### config.mk
export PLATFORM = sky130hd
export DESIGN_NAME = core_run_ctrl
export DESIGN_NICKNAME = d
export VERILOG_FILES = /design/src/rtl/core_run_ctrl.sv
export SDC_FILE = /design/constraint.sdc
export NUM_CORES = 1
export LEC_CHECK = 0
export ABC_CLOCK_PERIOD_IN_PS = 1600
export CAP_MARGIN = 15
export CORE_MARGIN = 3
export CORE_UTILIZATION = 40
export CTS_BUF_LIST = sky130_fd_sc_hd__clkbuf_16
export DETAILED_ROUTE_END_ITERATION = 10
export MAX_ROUTING_LAYER = met4
export PLACE_DENSITY = 0.7
export SLEW_MARGIN = 0
export SYNTH_ARGS = -nofsm -noshare
export SYNTH_HDL_FRONTEND = slang
export SYNTH_SLANG_ARGS = --single-unit
### constraint.sdc
create_clock -name clk -period 1.6 [get_ports clk]
set_input_delay 0.32 -clock clk [delete_from_list [all_inputs] [get_ports clk]]
set_output_delay 0.32 -clock clk [all_outputs]
set_load 0.03 [all_outputs]
### src/rtl/core_run_ctrl.sv
`default_nettype none
// ============================================================================
// Module      : core_run_ctrl
// Description : Run sequencer for the 9-bit core. It implements the host
//               req/done handshake, holds the core in reset between programs,
//               and gates core execution (PC advance, RegWrite, MemWrite)
//               through a single enable. It also counts execution cycles and
//               stops runaway programs with a timeout.
//
// Parameters  : D       - program counter width (prog_ctr, pc_at_halt)
//               CW      - cycle counter width
//               RST_CYC - cycles core_rst stays asserted in CLEAR (1..15)
//               TIMEOUT - RUN cycles before a forced stop, 0 = no timeout
//
// Ports       : clk        in   system clock, rising edge
//               reset      in   asynchronous active-low reset
//               req        in   host run request, level, held for the run
//               halt       in   core halt opcode decoded, sampled in RUN
//               prog_ctr   in   current core PC, captured at stop
//               step       in   single-step strobe (optional build only)
//               core_rst   out  synchronous reset to the core
//               core_en    out  core advance enable
//               busy       out  run in progress (CLEAR, RUN, DRAIN)
//               done       out  run complete (DONE)
//               timeout    out  last run ended by timeout
//               cycles     out  RUN cycles of the last/current run, saturating
//               pc_at_halt out  prog_ctr on the cycle the run stopped
//
// Build option: CORE_RUN_CTRL_STEP_EN - adds the `step` input; in RUN the
//               core advances only on the cycle after a rising edge of step.
//
// Revision    : 1.0 - initial release
// ============================================================================

module core_run_ctrl #(
    parameter int D       = 12,
    parameter int CW      = 16,
    parameter int RST_CYC = 2,
    parameter int TIMEOUT = 50000
) (
    input  logic          clk,
    input  logic          reset,
    input  logic          req,
    input  logic          halt,
    input  logic [D-1:0]  prog_ctr,
`ifdef CORE_RUN_CTRL_STEP_EN
    input  logic          step,
`endif
    output logic          core_rst,
    output logic          core_en,
    output logic          busy,
    output logic          done,
    output logic          timeout,
    output logic [CW-1:0] cycles,
    output logic [D-1:0]  pc_at_halt
);

    // ------------------------------------------------------------------------
    // State encoding
    // ------------------------------------------------------------------------
    typedef enum logic [2:0] {
        S_IDLE  = 3'd0,
        S_CLEAR = 3'd1,
        S_RUN   = 3'd2,
        S_DRAIN = 3'd3,
        S_DONE  = 3'd4
    } state_t;

    // ------------------------------------------------------------------------
    // Constants
    // ------------------------------------------------------------------------
    // Last value of the CLEAR counter; CLEAR lasts RST_CYC cycles.
    localparam logic [3:0]    c_RST_LAST = 4'(RST_CYC - 1);
    localparam logic [CW-1:0] c_CYC_MAX  = '1;
    localparam logic [CW-1:0] c_CYC_ONE  = CW'(1);
    localparam bit            c_TO_EN    = (TIMEOUT != 0);
    // Count value on the final allowed RUN cycle. When the timeout is
    // disabled the value is unused, so it is pinned to 0 to keep it legal.
    localparam logic [CW-1:0] c_TO_LAST  = CW'((TIMEOUT > 0) ? (TIMEOUT - 1) : 0);

    // ------------------------------------------------------------------------
    // Registers and next-state wires
    // ------------------------------------------------------------------------
    state_t          r_state;
    state_t          w_state_nxt;
    logic [3:0]      r_rst_cnt;
    logic [3:0]      w_rst_cnt_nxt;
    logic [CW-1:0]   r_cycles;
    logic [CW-1:0]   w_cycles_nxt;
    logic            r_timeout;
    logic            w_timeout_nxt;
    logic [D-1:0]    r_pc;
    logic [D-1:0]    w_pc_nxt;

    logic            w_adv;       // advance qualifier (always 1 without step)
    logic            w_run_adv;   // core actually advances this cycle
    logic            w_halt_hit;
    logic            w_to_hit;

    // ------------------------------------------------------------------------
    // Advance qualifier
    // ------------------------------------------------------------------------
`ifdef CORE_RUN_CTRL_STEP_EN
    logic r_step_d;
    logic r_step_fire;

    // Registered rising-edge detector: r_step_fire is high for exactly the
    // cycle following a 0->1 transition of step, so core_en stays a pure
    // function of registers.
    always_ff @(posedge clk or negedge reset) begin
        if (!reset) begin
            r_step_d    <= 1'b0;
            r_step_fire <= 1'b0;
        end else begin
            r_step_d    <= step;
            r_step_fire <= step & ~r_step_d;
        end
    end

    assign w_adv = r_step_fire;
`else
    assign w_adv = 1'b1;
`endif

    assign w_run_adv  = (r_state == S_RUN) && w_adv;

    // Halt and timeout are evaluated only on cycles where the core advanced.
    // Halt has priority, so a coincident timeout leaves the flag clear.
    assign w_halt_hit = w_run_adv && halt;
    assign w_to_hit   = c_TO_EN && w_run_adv && !halt && (r_cycles == c_TO_LAST);

    // ------------------------------------------------------------------------
    // State and datapath registers
    // ------------------------------------------------------------------------
    always_ff @(posedge clk or negedge reset) begin
        if (!reset) begin
            r_state   <= S_IDLE;
            r_rst_cnt <= 4'd0;
            r_cycles  <= '0;
            r_timeout <= 1'b0;
            r_pc      <= '0;
        end else begin
            r_state   <= w_state_nxt;
            r_rst_cnt <= w_rst_cnt_nxt;
            r_cycles  <= w_cycles_nxt;
            r_timeout <= w_timeout_nxt;
            r_pc      <= w_pc_nxt;
        end
    end

    // ------------------------------------------------------------------------
    // Next-state logic
    // ------------------------------------------------------------------------
    always_comb begin
        w_state_nxt   = r_state;
        w_rst_cnt_nxt = r_rst_cnt;
        w_cycles_nxt  = r_cycles;
        w_timeout_nxt = r_timeout;
        w_pc_nxt      = r_pc;

        case (r_state)
            S_IDLE: begin
                if (req) begin
                    // Results of the previous run are discarded only when a
                    // new run actually starts.
                    w_state_nxt   = S_CLEAR;
                    w_rst_cnt_nxt = 4'd0;
                    w_cycles_nxt  = '0;
                    w_timeout_nxt = 1'b0;
                    w_pc_nxt      = '0;
                end
            end

            S_CLEAR: begin
                if (!req) begin
                    w_state_nxt = S_IDLE;
                end else if (r_rst_cnt == c_RST_LAST) begin
                    w_state_nxt = S_RUN;
                end else begin
                    w_rst_cnt_nxt = r_rst_cnt + 4'd1;
                end
            end

            S_RUN: begin
                // The cycle on which req drops, halt is seen or the timeout
                // fires was itself an executed cycle, so it is counted.
                if (w_run_adv && (r_cycles != c_CYC_MAX)) begin
                    w_cycles_nxt = r_cycles + c_CYC_ONE;
                end

                if (!req) begin
                    w_state_nxt = S_IDLE;
                end else if (w_halt_hit) begin
                    w_state_nxt = S_DRAIN;
                    w_pc_nxt    = prog_ctr;
                end else if (w_to_hit) begin
                    w_state_nxt   = S_DRAIN;
                    w_timeout_nxt = 1'b1;
                    w_pc_nxt      = prog_ctr;
                end
            end

            // One frozen cycle lets the core's last registered write land
            // before the host is told the run is over.
            S_DRAIN: begin
                w_state_nxt = req ? S_DONE : S_IDLE;
            end

            // Held until the host drops req; a high req never re-launches.
            S_DONE: begin
                if (!req) begin
                    w_state_nxt = S_IDLE;
                end
            end

            default: begin
                w_state_nxt = S_IDLE;
            end
        endcase
    end

    // ------------------------------------------------------------------------
    // Outputs, decoded from registered state only
    // ------------------------------------------------------------------------
    assign core_rst   = (r_state == S_IDLE) || (r_state == S_CLEAR);
    assign core_en    = w_run_adv;
    assign busy       = (r_state == S_CLEAR) || (r_state == S_RUN) || (r_state == S_DRAIN);
    assign done       = (r_state == S_DONE);
    assign timeout    = r_timeout;
    assign cycles     = r_cycles;
    assign pc_at_halt = r_pc;

endmodule

`default_nettype wire

# [Word level (Yosys, flattened, before mapping)]
# Cells that the tools add are included.
[classes] add_sub_neg=2 n_eq_ne=18 n_mux=26 n_reduce_logical=16
[op_table] operator="$mux 12" n=4
[op_table] operator="$mux 16" n=2
[op_table] operator="$pmux 16 s2" n=1
[op_table] operator="$mux 3" n=8
[op_table] operator="$pmux 12 s2" n=1
[op_table] operator="$add 16x1->16 const B" n=1
[op_table] operator="$eq 16x16->1 const B" n=1
[op_table] operator="$ne 16x16->1 const B" n=1
[op_table] operator="$pmux 3 s5" n=1
[op_table] operator="$mux 4" n=3
[op_table] operator="$ne 2x2->1 const B" n=6
[op_table] operator="$reduce_and 4->1" n=3
[op_table] operator="$pmux 4 s2" n=1
[op_table] operator="$eq 3x2->1 const B" n=2
[op_table] operator="$reduce_and 5->1" n=1
[op_table] operator="$add 4x1->4 const B" n=1
[op_table] operator="$eq 4x1->1 const B" n=1
[op_table] operator="$logic_and 1x1->1" n=4
[op_table] operator="$mux 1" n=4
[op_table] operator="$ne 2x1->1 const B" n=2
[op_table] operator="$ne 4x2->1 const B" n=1
[op_table] operator="$reduce_bool 2->1" n=2
[op_table] operator="$eq 3x1->1 const B" n=1
[op_table] operator="$eq 3x3->1 const B" n=1
[op_table] operator="7 further kinds" n=9
[word_totals] regBits=36 inputBits=16 output_inout_bits=33 elab_cells=67

# [Logic depth before layout (Yosys ltp)]
# Gate-level depths: netlist (run 1).
[depth] depth_word=7 ltp_mapped=7 mapped_depth_nobuf=6

# [Worst setup path before layout (run 1)]
# OpenSTA, ideal clock, no wires.
[synth_timing] kind="reg2reg" start="register r_cycles[5] (netlist: cycles[5])" end="register r_cycles[14] (netlist: cycles[14])" setup_ns=0.126 arrival_time_ns=1.837 required_ns=1.474 slack_ns=-0.363 path_stages_with_launch=6 path_buffers=1 synth_period_minus_slack_ns=1.963 path_cell_list="dfrtp_1 -> buf_2 -> nand4_1 -> or4_4 -> and3_4 -> a221o_1"
[synth_via] elab_chain_len=4 word_cells_on_any_way=7 classes_between="add/sub (1); eq/ne (2); mux (2); reduce/logical (2)"
[synth_rtl] item="start: declaration" line="88" source="logic [CW-1:0] r_cycles;"
[synth_rtl] item="start signal: assignment" line="145" source="r_cycles <= w_cycles_nxt;"
[synth_rtl] item="parallel branches: the longest is 4 deep, another holds $add 16x1->16"
# Several ways; the timed one is not identified. The select of a mux whose other input is x is not followed.
# A chain may end at the register's enable or synchronous reset.

# [Worst setup path after layout (run 1)]
[layout_timing] start="register r_cycles[0] (netlist: cycles[0])" end="register r_cycles[14] (netlist: cycles[14])"
# Same word-level chain as after synthesis.

==> results.json, run 1 <==
{
  "ir_worst_vdd_v": 0.000804,
  "drt_wl_total_mm": 6.53,
  "via_count": 2085,
  "hold_path_class": "primary input to async pin",
  "die_area_um2": 5860,
  "ys_ff_latch": 36,
  "dp_hpwl_mm": 4.04,
  "grt_max_degree": 37,
  "cp.arrival_ns": 1.95,
  "layout_common_cells": "43 x buf_4, 28 x dlygate4sd2_1, 24 x dfrtp_1",
  "worst_setup_hold_path_clk_slew_ns": 0.06,
  "diodes": 0,
  "use_met3_pct": 4.26,
  "synth_area_per_cell_um2": 9.43,
  "dieHeight_um": 76.5,
  "dieWidth_um": 76.5,
  "synth.mux.area_fraction_pct": 8.55,
  "synth_seq_area_share_pct": 45.3,
  "multi_input_comb_area_um2": 1240,
  "end_kind": "flip-flop",
  "combPwrFrac_pct": 43.1,
  "synthToLayoutAreaGrowth_pct": 73.9,
  "post_dp_cell_area_um2": 2930,
  "via_per_inst": 5.50,
  "gr-usage-met2_pct": 40.4,
  "synth-compound-area-share_pct": 14.3,
  "worst_pin_slew_ns": 0.449,
  "antenna_found_initial": 0,
  "cap_violations": 0,
  "worst_skew_pair.late_latency_ns": 0.28,
  "yosys.area_share.xor_xnor_pct": 0.880,
  "syn_inst": 211,
  "nFillCells": 341,
  "core_um2": 4750,
  "pin_count": 49,
  "setup_violations": 26,
  "netSwitchingFraction_pct": 34.9,
  "layout-drive-gt1-share_pct": 40.4,
  "wl_per_cell_um": 17.2,
  "violations": "negative setup slack",
  "fin_crit_ns": 1.80,
  "htreeDepth": 2,
  "drc": 0,
  "synth-edff-count": 0,
  "grtUsageTotal_pct": 24.2,
  "synth_top_area_cell": "dfrtp_1",
  "synth_cell_types": 49,
  "synth_top_area_share_pct": 45.3,
  "cts_made_buffers": 5,
  "async_flop_share_pct": 100,
  "startpoint_type": "flip-flop",
  "crit_type": "flip-flop to flip-flop",
  "grt-ovfl-total": 0,
  "finalWorstSetupSlack_ns": -0.203,
  "slew_headroom_pct": 70.0,
  "status": "finished with violations",
  "finalHoldViolCount": 0,
  "rsz0062_at_grt": "true",
  "synth_area_um2": 1990,
  "drtIter0Drc": 175,
  "p_leak_uw": 0.00158,
  "powerDensity_nw_per_um2": 1130,
  "final_nets": 330,
  "final_core_util_pct": 72.8,
  "power.internal_uw": 2550,
  "synth_area_leaders": "dfrtp_1 45%, mux2i_1 8.5%, nand2_1 4.5%, inv_1 3.6%, o21ai_0 2.5%",
  "fmax_mhz": 555,
  "seqCellArea_um2": 916,
  "cts_tree": "built",
  "grt.met1_usage_pct": 29.0,
  "fin_crit_sh_pct": 113,
  "busiest_layer": "met2",
  "final_common_cell": "buf_4",
  "critical_path_peak_fanout": 3,
  "cts_max_path_buffers": 2,
  "grt_pass1_wl_mm": 11.0,
  "clock-root-buffer": "clkbuf_16",
  "hold_buffers": 0,
  "required_ns": 1.75,
  "fin_area_um2": 3460,
  "grt_pass1_vias": 2219,
  "rows": 25,
  "synth_fa_ha_area_share_pct": 1.89,
  "synth_top_family_by_area": "simple AND/OR/NAND/NOR gates",
  "ant_nets": 0,
  "numPortBuffers": 48,
  "power.share.clock_pct": 28.6,
  "dr.pass1.iters": 4,
  "p_seq_share_pct": 28.3,
  "start_util_pct": 41.9,
  "synth-main-ff-cell": "dfrtp_1",
  "power_switching_uw": 1370,
  "syn_nets": 230,
  "synthSimpleGateAreaFrac_pct": 22.2,
  "final_max_slew_viol_count": 0,
  "clock-sinks": 36,
  "clock_skew_ns": 0.00593,
  "ys_warn_count": 0,
  "place_congestion": 0.944
}
-- logic make-up (layout without fill, tap and decap cells) --
logic type / after synthesis / count (layout)
multiplexers: 17 / 17
AO/OA/AOI/OAI: 42 / 42
AND/OR/NAND/NOR: 79 / 79
XOR/XNOR: 2 / 2
flip-flops: 36 / 36
adder cells (fa/ha/maj): 3 / 3
buffers and inverters: 32 / 133
-- metrics by stage --
| stage | total power (uW) | setup slack, ns | instances | TNS [ns] | hold WS [ns] |
|---|---|---|---|---|---|
| floorplan | 1930 | -0.210 | 211 | -1.61 | 0.0244 |
| global route | 4100 | -0.228 | 379 | -4.55 | 0.430 |
| detailed placement | 2500 | -0.325 | 361 | -6.44 | 0.505 |
| CTS | 3820 | -0.158 | 379 | -2.34 | 0.422 |
| global placement | 2470 | -0.260 | 361 | -5.37 | 0.491 |
| finish | 3920 | -0.203 | 379 | -2.80 | 0.409 |
-- state kept, by name, indices dropped and copies added, names as in the netlist --
signal      flops
cycles         16
r_state         3
timeout         1
pc_at_halt     12
r_rst_cnt       4
-- worst paths after layout --
| path | from | to | slack (ns) | cells after the start |
|---|---|---|---|---|
| worst max register to register | cycles[0]$_DFFE_PN0P_ | cycles[14]$_DFFE_PN0P_ | -0.20 | 5 |
| max in group asynchronous | reset | cycles[0]$_DFFE_PN0P_ | 0.99 | 2 |
| worst min register to register | pc_at_halt[0]$_DFFE_PN0P_ | pc_at_halt[0]$_DFFE_PN0P_ | 0.52 | 2 |
| worst max-delay path | cycles[0]$_DFFE_PN0P_ | cycles[14]$_DFFE_PN0P_ | -0.20 | 5 |
| worst min-delay path | reset | pc_at_halt[2]$_DFFE_PN0P_ | 0.41 | 2 |
| min in group clk | pc_at_halt[0]$_DFFE_PN0P_ | pc_at_halt[0]$_DFFE_PN0P_ | 0.52 | 2 |
-- critical path, stage by stage (launching register included) --
cell and delay, ns:
dfrtp_2 0.38, ha_4 0.16, nand3_4 0.08, or4_4 0.56, and3_4 0.20, a221o_1 0.29
-- synth_stat cells, types with 3 or more instances --
cell,count
nor2_1,12
o21ai_0,10
nor3_1,3
inv_1,19
a21oi_1,6
mux2i_1,17
o311ai_0,4
clkbuf_1,5
dfrtp_1,36
a31oi_1,6
nand2_1,24
nor4_1,4
or3b_2,3
nand3_1,7
ha_1,3
nand4_1,5
buf_2,5
-- final cells by class --
class	instances	area share [%]
repair buffers	105	28.1
flip-flops and latches	36	26.5
well taps	67	2.42
clock inverters	3	1.23
inverters	20	2.31
clock buffers	5	3.62
multi-input cells	143	35.9
-- power by group through the flow --
stage | clock network, uW | registers, uW | logic (uW)
floorplan | 0 | 1240 | 688
global placement | 0 | 1120 | 1350
detailed placement | 0 | 1120 | 1370
CTS | 1130 | 1100 | 1580
global route | 1180 | 1120 | 1810
finish | 1120 | 1110 | 1690
-- metal layers --
metal / vias up / routed length, um
met5: - / 0
met4: 0 / 163
met3: 16 / 350
met2: 77 / 3390
met1: 1026 / 2630
li1: 966 / -
-- repair_timing --
action,CTS,global route
cloned,1,0
gates resized for setup,85,22
setup buffers,11,2
setup endpoints to repair,60,38
pin swaps,17,12
No activity file was read; power rests on OpenSTA's default activity.
==> run 2, diff against run 1 <==
==> constraint.sdc (replaced) <==
create_clock -name clk -period 1.6 [get_ports clk]
set_input_delay 0.32 -clock clk [delete_from_list [all_inputs] [get_ports clk]]
set_output_delay 0.32 -clock clk [all_outputs]
set_load 0.02 [all_outputs]
==> run 2 against run 1 <==
Net effect:
- the flow still finishes with violations (negative setup slack)
- cell count unchanged
- routed wire length down 7.2%
- sequential share of layout area up 0.68 points
- final area down 2.8%
- critical path type unchanged
==> results.json, run 2 (synthesis results as in run 1) <==
{
  "crit_path_start": "cycles[0]$_DFFE_PN0P_",
  "required_ns": 1.79,
  "grt_pass1_vias": 1928,
  "slew_headroom_pct": 76.2,
  "final_common_cell": "buf_4",
  "finalWorstSetupSlack_ns": -0.0880,
  "hold_path_class": "primary input to async pin",
  "ir_worst_vdd_v": 0.000677,
  "wl_per_cell_um": 16.0,
  "synthToLayoutAreaGrowth_pct": 69.0,
  "setup_violations": 17,
  "startpoint_type": "flip-flop",
  "r2r-start": "cycles[0]$_DFFE_PN0P_",
  "grtUsageTotal_pct": 20.7,
  "path_cells": "ha_4 -> and3_4 -> nand4_1 -> a21oi_4 -> buf_12 -> mux2i_1",
  "largest_register_ff_count": 16,
  "power_switching_uw": 1240,
  "drc": 0,
  "worst_skew_pair.late_latency_ns": 0.28,
  "critical_path_peak_fanout": 13,
  "grt-ovfl-total": 0,
  "fin_crit_sh_pct": 105,
  "p_total_uw": 3760,
  "combPwrFrac_pct": 40.9,
  "antenna_found_initial": 0,
  "pin_count": 49,
  "dieWidth_um": 76.5,
  "numPortBuffers": 48,
  "finalSetupTns_ns": -0.763,
  "worst_pin_slew_ns": 0.358,
  "worst_setup_hold_path_clk_slew_ns": 0.06,
  "dp_hpwl_mm": 3.87,
  "p_seq_share_pct": 29.6,
  "start_util_pct": 41.9,
  "core_um2": 4750,
  "crit_path_max_incr_delay_ns": 0.38,
  "diodes": 0,
  "fin_crit_ns": 1.69,
  "layout-drive-gt1-share_pct": 38.1,
  "final_max_slew_viol_count": 0,
  "end_kind": "flip-flop",
  "grt_max_degree": 37,
  "clock-sinks": 36,
  "cp_num_cells": 6,
  "cts_tree": "built",
  "grt_pass1_wl_mm": 9.56,
  "rr_worst_depth": 6,
  "critPathTopFamily": "simple AND/OR/NAND/NOR gates",
  "final_nets": 330,
  "rsz0062_at_grt": "true",
  "hold_ws_ns": 0.414,
  "pre_cts_ws_ns": -0.254,
  "rows": 25,
  "post-place-cells": 362,
  "place_congestion": 0.868,
  "stdcell_count": 379,
  "critPathSlowestCell": "dfrtp_2",
  "p_leak_uw": 0.00156,
  "powerDensity_nw_per_um2": 1120,
  "drtIter0Drc": 306,
  "die_area_um2": 5860,
  "power.internal_uw": 2520,
  "clock_skew_ns": 0.00259,
  "critPathBufInv": 1,
  "drt_wl_total_mm": 6.06,
  "fmax_mhz": 592,
  "via_per_inst": 5.42,
  "via_count": 2056,
  "status": "finished with violations",
  "hold_buffers": 0,
  "dieHeight_um": 76.5,
  "cap_violations": 0,
  "ant_nets": 0,
  "dr.pass1.iters": 4,
  "power.share.clock_pct": 29.6,
  "cts_max_path_buffers": 2,
  "cp.arrival_ns": 1.88,
  "netSwitchingFraction_pct": 32.9,
  "cts_made_buffers": 5,
  "clock-root-buffer": "clkbuf_16",
  "finalHoldViolCount": 0,
  "layout_common_cells": "48 x buf_4, 26 x dfrtp_1, 26 x clkdlybuf4s50_1",
  "violations": "negative setup slack",
  "htreeDepth": 2,
  "crit_type": "flip-flop to flip-flop"
}
[run 2: final timing paths]
check | endpoint | slack, ns
max in group asynchronous | cycles[10]$_DFFE_PN0P_ | 0.98
hold reg to reg | pc_at_halt[3]$_DFFE_PN0P_ | 0.51
setup reg to reg | pc_at_halt[9]$_DFFE_PN0P_ | -0.09
hold / removal | cycles[5]$_DFFE_PN0P_ | 0.41
setup / recovery | pc_at_halt[9]$_DFFE_PN0P_ | -0.09
min in group clk | pc_at_halt[3]$_DFFE_PN0P_ | 0.51
[run 2: worst reg2reg max path: stages, from the launching register on]
cell and delay (ns):
dfrtp_2 0.38, ha_4 0.16, and3_4 0.23, nand4_1 0.22, a21oi_4 0.22, buf_12 0.17
mux2i_1 0.23
[run 2: area by class of cell]
| cell class | instances | area, um^2 |
|---|---|---|
| Tap cell | 67 | 83.8 |
| Clock inverter | 3 | 42.5 |
| Clock buffer | 5 | 125 |
| Multi-Input combinational cell | 143 | 1180 |
| Inverter | 20 | 75.1 |
| Fill cell | 359 | 1390 |
| Timing Repair Buffer | 105 | 948 |
| Sequential cell | 36 | 913 |
[run 2: what timing repair did]
action                     4_1_cts  5_1_grt
buffers inserted                 3        7
resized for setup               46       47
pin swaps                        7       14
setup endpoints to repair       52       40
[run 2: power groups by stage]
stage	logic (uW)	clock network, uW	registers, uW
floorplan	664	0	1190
global placement	1330	0	1110
detailed placement	1350	0	1120
CTS	1360	1130	1100
global route	1650	1170	1130
finish	1540	1110	1110
[run 2: per-layer routing]
layer | part of all wire, % | GRT usage (%) | vias up
li1 | - | - | 961
met1 | 42 | 27.2 | 1008
met2 | 51 | 32.0 | 79
met3 | 6.3 | 3.90 | 8
met4 | 1.3 | 7.43 | 0
met5 | 0 | - | -
[run 2: stage by stage]
| stage | instance area, um^2 | utilization, % |
|---|---|---|
| floorplan | 2080 | - |
| global placement | 2940 | 61.9 |
| detailed placement | 2940 | 61.9 |
| CTS | 3170 | 66.6 |
| global route | 3360 | 70.8 |
| finish | 3360 | 70.8 |
==> run 3, diff against run 2 <==
CTS_BUF_LIST = sky130_fd_sc_hd__clkbuf_8   (was sky130_fd_sc_hd__clkbuf_16)
==> run 3 against run 2 <==
Net effect:
- the run still ends with negative setup slack left
- via count fell by 1.6%
- cell count fell by 0.53%
- clock-buffer cell count did not move
- hold slack got worse by 0.021 ns
- worst setup slack improved by 0.0039 ns
- register-to-register slack barely moved
- die area did not move
- combinational power barely moved
- global-route usage fell by 0.18 points
- total power fell by 9.1%
==> results.json, run 3 (synthesis results as in run 1) <==
{
  "slew_headroom_pct": 78.3,
  "grtUsageTotal_pct": 20.5,
  "drt_wl_total_mm": 5.80,
  "cts_max_path_buffers": 2,
  "dr.pass1.iters": 4,
  "cap_violations": 0,
  "antenna_found_initial": 0,
  "synthToLayoutAreaGrowth_pct": 66.4,
  "finalWorstSetupSlack_ns": -0.0841,
  "fmax_mhz": 594,
  "layout_common_cells": "46 x buf_4, 26 x dfrtp_1, 22 x nand2_1",
  "clock-root-buffer": "clkbuf_8",
  "dp_hpwl_mm": 3.87,
  "hold_path_class": "primary input to async pin",
  "wl_per_cell_um": 15.4,
  "dieHeight_um": 76.5,
  "p_leak_uw": 0.00161,
  "numPortBuffers": 48,
  "grt-ovfl-total": 0,
  "finalHoldViolCount": 0,
  "fin_crit_ns": 1.68,
  "crit_type": "flip-flop to flip-flop",
  "cp.arrival_ns": 1.90,
  "worst_setup_hold_path_clk_slew_ns": 0.08,
  "pre_cts_ws_ns": -0.254,
  "required_ns": 1.81,
  "clock-sinks": 36,
  "worst_skew_pair.late_latency_ns": 0.29,
  "place_congestion": 0.868,
  "layout-drive-gt1-share_pct": 38.1,
  "grt_pass1_vias": 1946,
  "finalSetupTns_ns": -0.854,
  "endpoint": "pc_at_halt[0]$_DFFE_PN0P_",
  "crit_path_start": "r_state[0]$_DFFE_PN0P_",
  "final_common_cell": "buf_4",
  "status": "finished with violations",
  "pin_count": 49,
  "diodes": 0,
  "setup_violations": 18,
  "rr_worst_depth": 6,
  "cts_made_buffers": 5,
  "fin_crit_sh_pct": 105,
  "via_count": 2024,
  "htreeDepth": 2,
  "startpoint_type": "flip-flop",
  "end_kind": "flip-flop",
  "dieWidth_um": 76.5,
  "rsz0062_at_grt": "true",
  "start_util_pct": 41.9,
  "cts_tree": "built",
  "worst_pin_slew_ns": 0.326,
  "drc": 0,
  "clock_skew_ns": 0.00609,
  "critical_path_peak_fanout": 13,
  "p_total_uw": 3420,
  "rows": 25,
  "drtIter0Drc": 150,
  "ant_nets": 0,
  "core_um2": 4750,
  "final_nets": 328,
  "powerDensity_nw_per_um2": 1030,
  "via_per_inst": 5.37,
  "final_max_slew_viol_count": 0,
  "r2r_end": "pc_at_halt[0]$_DFFE_PN0P_",
  "violations": "negative setup slack",
  "rrSetupSlack_ns": -0.08,
  "grt_max_degree": 37,
  "largest_register_ff_count": 16,
  "r2r-start": "r_state[0]$_DFFE_PN0P_",
  "ir_worst_vdd_v": 0.000652,
  "die_area_um2": 5860,
  "final_core_util_pct": 69.7,
  "grt_pass1_wl_mm": 9.52
}
## run 3: cell count changes in the layout (fill, tap and decap cells not counted), sizes merged
cell	change
dlymetal6s2s	+4
clkdlybuf4s50	-6
dlygate4sd2	+2
buf	-2
## run 3: worst min-delay path by stage
stage	start	to	slack, ns	cells past startpoint
final	reset	cycles[6]$_DFFE_PN0P_	0.39	2
after global routing	reset	cycles[6]$_DFFE_PN0P_	0.41	2
after CTS	reset	pc_at_halt[0]$_DFFE_PN0P_	0.40	2
after detailed placement	timeout$_DFFE_PN0P_	timeout$_DFFE_PN0P_	0.49	1
after global placement	timeout$_DFFE_PN0P_	timeout$_DFFE_PN0P_	0.49	1
after floorplan	reset	cycles[0]$_DFFE_PN0P_	0.02	0
## run 3: stage by stage
stage	hold WS [ns]	instances	cell area (um^2)
3_3_place_gp	0.487	362	2940
4_1_cts	0.400	374	3130
5_1_grt	0.410	377	3310
3_5_place_dp	0.486	362	2940
2_1_floorplan	0.0244	211	2080
6_report	0.393	377	3310
## run 3: layout make-up
| type | instances | area [um^2] |
|---|---|---|
| fillers | 370 | 1440 |
| multi-input cells | 143 | 1180 |
| repair buffers | 103 | 945 |
| flip-flops and latches | 36 | 913 |
| well taps | 67 | 83.8 |
| inverters | 20 | 75.1 |
| clock buffers | 5 | 68.8 |
| clock inverters | 3 | 42.5 |
## run 3: layer usage
| metal | up-vias | global-route usage [%] | part of all wire [%] |
|---|---|---|---|
| met4 | 0 | 7.07 | 1.7 |
| met3 | 11 | 4.61 | 5.4 |
| met5 | - | - | 0 |
| li1 | 958 | - | - |
| met2 | 60 | 32.6 | 51 |
| met1 | 995 | 25.9 | 42 |
## run 3: what timing repair did
action / 4_1_cts / 5_1_grt
setup endpoints to repair: 54 / 45
buffers inserted: 4 / 4
hold buffers: 0 / 0
resized for setup: 53 / 51
pin swaps: 8 / 16
## run 3: power by group
part	switching (uW)	total, uW	internal, uW
Clock	352	813	461
Combinational	763	1510	743
Sequential	82.3	1100	1020
## run 3: critical path: stages, from the launching register on
cell     delay, ns
dfrtp_1       0.39
buf_4         0.15
buf_6         0.13
or3b_4        0.41
a21oi_4       0.15
buf_12        0.17
mux2i_1       0.21
